--- config.mk ---
export PLATFORM = sky130hd
export DESIGN_NAME = srv_icache_refill
export DESIGN_NICKNAME = d
export VERILOG_FILES = /design/src/rtl/srv_icache_refill.sv
export SDC_FILE = /design/constraint.sdc
export NUM_CORES = 1
export LEC_CHECK = 0
export ABC_AREA = 1
export BUFFER_PORTS_ARGS = -buffer_cell sky130_fd_sc_hd__buf_2
export CORE_ASPECT_RATIO = 1.25
export CORE_MARGIN = 1
export CORE_UTILIZATION = 50
export DETAILED_ROUTE_END_ITERATION = 10
export PLACE_DENSITY = 0.77
export SLEW_MARGIN = 20
export SYNTH_ARGS = -nofsm -noshare
export SYNTH_HDL_FRONTEND = slang
export SYNTH_SLANG_ARGS = --single-unit
export TNS_END_PERCENT = 50
--- constraint.sdc ---
create_clock -name clk -period 2.75 [get_ports clk]
set_input_delay 0.4125 -clock clk [delete_from_list [all_inputs] [get_ports clk]]
set_output_delay 0.4125 -clock clk [all_outputs]
set_load 0.1 [all_outputs]
--- src/rtl/srv_icache_refill.sv ---
// Instruction-cache line-refill engine.
// Takes one line-fill request, reads the four 32-bit words of the line from a
// request/grant memory port (critical word first, bounded reads in flight) and
// returns the assembled 128-bit line with a single-cycle response pulse.
module srv_icache_refill #(
  parameter int MAX_OUTST = 4,
  parameter bit CWF_EN    = 1'b1
) (
  input  logic         clk,
  input  logic         rst_n,
  input  logic         ext_req_i,
  input  logic [31:0]  ext_addr_i,
  output logic         ext_rsp_o,
  output logic [127:0] ext_data_o,
  output logic         busy_o,
  output logic         mem_req_o,
  output logic [31:0]  mem_addr_o,
  input  logic         mem_gnt_i,
  input  logic [31:0]  mem_rdata_i,
  input  logic         mem_rvalid_i
);

  localparam logic [2:0] LP_MAX_OUTST = 3'(MAX_OUTST);

  typedef enum logic [1:0] {
    S_IDLE = 2'd0,
    S_FILL = 2'd1,
    S_RESP = 2'd2
  } state_t;

  state_t       r_state;
  logic [29:0]  r_line;
  logic [1:0]   r_start;
  logic [2:0]   r_issued;
  logic [2:0]   r_returned;
  logic [127:0] r_line_buf;

  logic [2:0]   w_outst;
  logic [1:0]   w_iss_word;
  logic [1:0]   w_ret_word;
  logic         w_req;
  logic         w_gnt;
  logic         w_ret;

  // Request qualification from registered counters only; grant/rvalid just
  // decide which counters advance at the next edge.
  always_comb begin
    w_outst    = r_issued - r_returned;
    w_iss_word = r_start + r_issued[1:0];
    w_ret_word = r_start + r_returned[1:0];
    w_req      = (r_state == S_FILL) && (r_issued < 3'd4) &&
                 (w_outst < LP_MAX_OUTST);
    w_gnt      = w_req && mem_gnt_i;
    // An rvalid with nothing outstanding is spurious and dropped.
    w_ret      = (r_state == S_FILL) && mem_rvalid_i && (r_returned < r_issued);
  end

  // Fill FSM: capture the line, count issued/returned reads, write lanes.
  always_ff @(posedge clk or negedge rst_n) begin
    if (!rst_n) begin
      r_state    <= S_IDLE;
      r_line     <= '0;
      r_start    <= '0;
      r_issued   <= '0;
      r_returned <= '0;
      r_line_buf <= '0;
    end else begin
      case (r_state)
        S_IDLE: begin
          if (ext_req_i) begin
            r_line     <= ext_addr_i[31:2];
            r_start    <= CWF_EN ? ext_addr_i[1:0] : 2'd0;
            r_issued   <= '0;
            r_returned <= '0;
            r_state    <= S_FILL;
          end
        end
        S_FILL: begin
          if (w_gnt) begin
            r_issued <= r_issued + 3'd1;
          end
          if (w_ret) begin
            r_line_buf[{w_ret_word, 5'd0} +: 32] <= mem_rdata_i;
            r_returned <= r_returned + 3'd1;
            if (r_returned == 3'd3) begin
              r_state <= S_RESP;
            end
          end
        end
        S_RESP: begin
          r_state <= S_IDLE;
        end
        default: begin
          r_state <= S_IDLE;
        end
      endcase
    end
  end

  assign ext_rsp_o  = (r_state == S_RESP);
  assign busy_o     = (r_state != S_IDLE);
  assign mem_req_o  = w_req;
  assign mem_addr_o = {r_line, w_iss_word};
  assign ext_data_o = r_line_buf;

endmodule

==> reports/results.tsv <==
metric	value	unit
CTS tree	done	
Critical Path End Type	primary output	
Worst setup endpoint	mem_req_o	
Synth-to-Final Area Change	22.5	%
die height	143	um
vias in the first global route	6089	
GRT Residual Overflow	0	
Synth top area share	52.6	%
clk slew on worst S/H paths	0.07	ns
largest net degree at the start of global routing	66	
cells along the critical path	ha_1, nand2_1, nand2_1, nand2_1, and3_1, buf_2	
critical path's top delay family	flip-flops	
ANT nets after route	0	
share of layout cells above drive strength 1	47.8	%
endpoints failing setup	0	
Final Cycle Share	87.2	%
drt drc	0	
Mapped Area	7990	um2
Longest Clk Path Bufs	2	
data arrival time of the critical path	1.99	ns
YS warnings	0	
Syn Nets	822	
Unique masters post-synth	26	
routed wire length	19.9	mm
worst stage delay on the critical path	0.44	ns
global-route wire length before repair	31.9	mm
crit-path most repeated cell	nand2_1	
crit path from	r_issued[1]	
CP max-delay cell	dfrtp_1	
global-route track usage on met3	5.06	%
I/O pins	232	
WP depth	6	
Worst R2R End	ext_data_o[55]	
main area contributors after synthesis	dfrtp_1 53%, o21ai_2 14%, nand4_1 10%	
GRT met2 Usage	41.0	%
Syn Area/Cell	10.8	um2
setup TNS	0	ns
Post-synth EDFFs	0	
dominant cell type by area after synthesis	dfrtp_1	
Final Wtd Congestion	0.783	
HP Class	in2reg	
Max-cap violations	0	
DIE AREA	16500	um2
min Tclk post-route	2.40	ns
DR vias/cell	5.50	
Initial Util	51.1	%
final core occ	62.6	%
Seq cells post-synth	168	
asr flop ratio synth	100	%
CTS sink count	168	
CTS Buf Count	17	
# fillers	1289	
Most Crowded Layer GR	met2	
Detail Placement HPWL	13.3	mm
Avg WL per Cell	17.0	um
Primary FF master, synth	dfrtp_1	
Layout Nets	1025	
1st-iter DRT viols	427	
Critical Path Source Type	flop	
Reg2Reg Depth	9	
Max Clock Skew	0.00922	ns
root buf cell	clkbuf_16	
CP bufs+invs	1	
RSZ-0062 raised after global routing	false	
H-Tree Level Count	4	
Syn Inst Count	740	
core area	15600	um2
f_max	417	MHz
Post-synth top cells	168 x dfrtp_1, 148 x nand2_1, 129 x nand4_1	
Final Max Tran Viols	0	
Total GRT Usage	25.1	%
post-synthesis sequential area ratio	52.6	%
worst skew pair latency	0.43	ns
postcts setup bufs	0	
count of final hold-check violations	0	
RR Startpoint	r_returned[0]	
status	complete, no violations	
first drt pass iteration count	4	
measured slew at the worst slew-check pin	0.616	ns
port bufs	231	
reg2reg setup slack	0.41	ns
die width	115	um
critical-path maximum fanout	4	
type of the worst setup path	reg2out	
max_slew headroom	59.0	%
Placement Rows	51	
WP data required	2.34	ns
DR vias	6428	
most common cell in the netlist	dfrtp_1	
met1 GRT Util	32.6	%
initial antenna violation count	0	
ant diodes	0	
==> cell usage in the layout, fill, tap and decap left out, types with 4 or more instances in the layout <==
cell type   count
nand3_1        10
ha_1           11
inv_6           5
inv_1          13
nand3_4         4
nand2_1       148
clkinvlp_4      6
buf_12          9
nand4_1       129
o21ai_2       128
mux2_2         31
buf_2         230
buf_4          12
clkbuf_16      17
dfrtp_1       168
nor2_1         11
==> flip-flops by register name, summed over array words and instances, names as in the netlist <==
register / count
r_issued: 3
r_start: 2
r_returned: 3
ext_data_o: 128
r_state: 2
r_line: 30
==> repair_timing <==
action | in CTS | in global routing
hold endpoints to repair | 61 | 0
gates resized for setup | 0 | 0
hold buffers | 1 | 0
==> final cells by class <==
type                            count  area (um2)  share of cell area [%]
Timing Repair Buffer              253        1440                    14.7
Clock buffer                       17         425                    4.35
Multi-Input combinational cell    487        3270                    33.4
Tap cell                          212         265                    2.71
Clock inverter                     15         119                    1.21
Sequential cell                   168        4200                    43.0
Inverter                           16        60.1                   0.614
==> metal layers <==
| metal | vias up | wire [um] | share of wire [%] |
|---|---|---|---|
| li1 | 3031 | - | - |
| met1 | 3151 | 8550 | 43 |
| met2 | 212 | 9820 | 49 |
| met3 | 34 | 1040 | 5.2 |
| met4 | 0 | 488 | 2.5 |
| met5 | - | 0 | 0 |
==> kinds of logic (layout without fill, tap and decap cells) <==
logic type,count (synthesis),after routing,share of synthesized area [%]
simple gates,308,308,19.8
mux,31,31,4.37
buf+inv,85,301,6.53
flops,168,168,52.6
compound gates,130,130,14.2
fa+ha+maj,13,13,2.04
xor+xnor,5,5,0.548
==> worst min-delay path by stage <==
stage	start	to	cells past startpoint
after floorplan	rst_n	ext_data_o[0]	0
after global placement	rst_n	ext_data_o[50]	1
after detailed placement	rst_n	ext_data_o[49]	1
after CTS	ext_addr_i[29]	r_line[27]	2
after global routing	ext_addr_i[29]	r_line[27]	2
final	ext_addr_i[3]	r_line[1]	2
==> worst register-to-register path, stage by stage, from the launching register on <==
cell and delay, ns:
dfrtp_1 0.42, ha_2 0.20, xor2_1 0.17, xor2_1 0.33, inv_1 0.11, ha_2 0.34
inv_2 0.09, buf_4 0.27, nand4_1 0.18, o21ai_2 0.17
==> stage by stage <==
stage,area (um2),hold WS [ns],std cells,setup WS (ns)
floorplan,7990,0.117,740,0.141
global placement,9230,0.451,1135,0.531
detailed placement,9230,0.450,1135,0.430
CTS,9790,0.189,1168,0.320
global route,9790,0.192,1168,0.152
finish,9790,0.211,1168,0.351
Power is left out: the tool's default activity adds up to more than one toggle a clock period on the data nets, which glitch-free logic cannot reach.
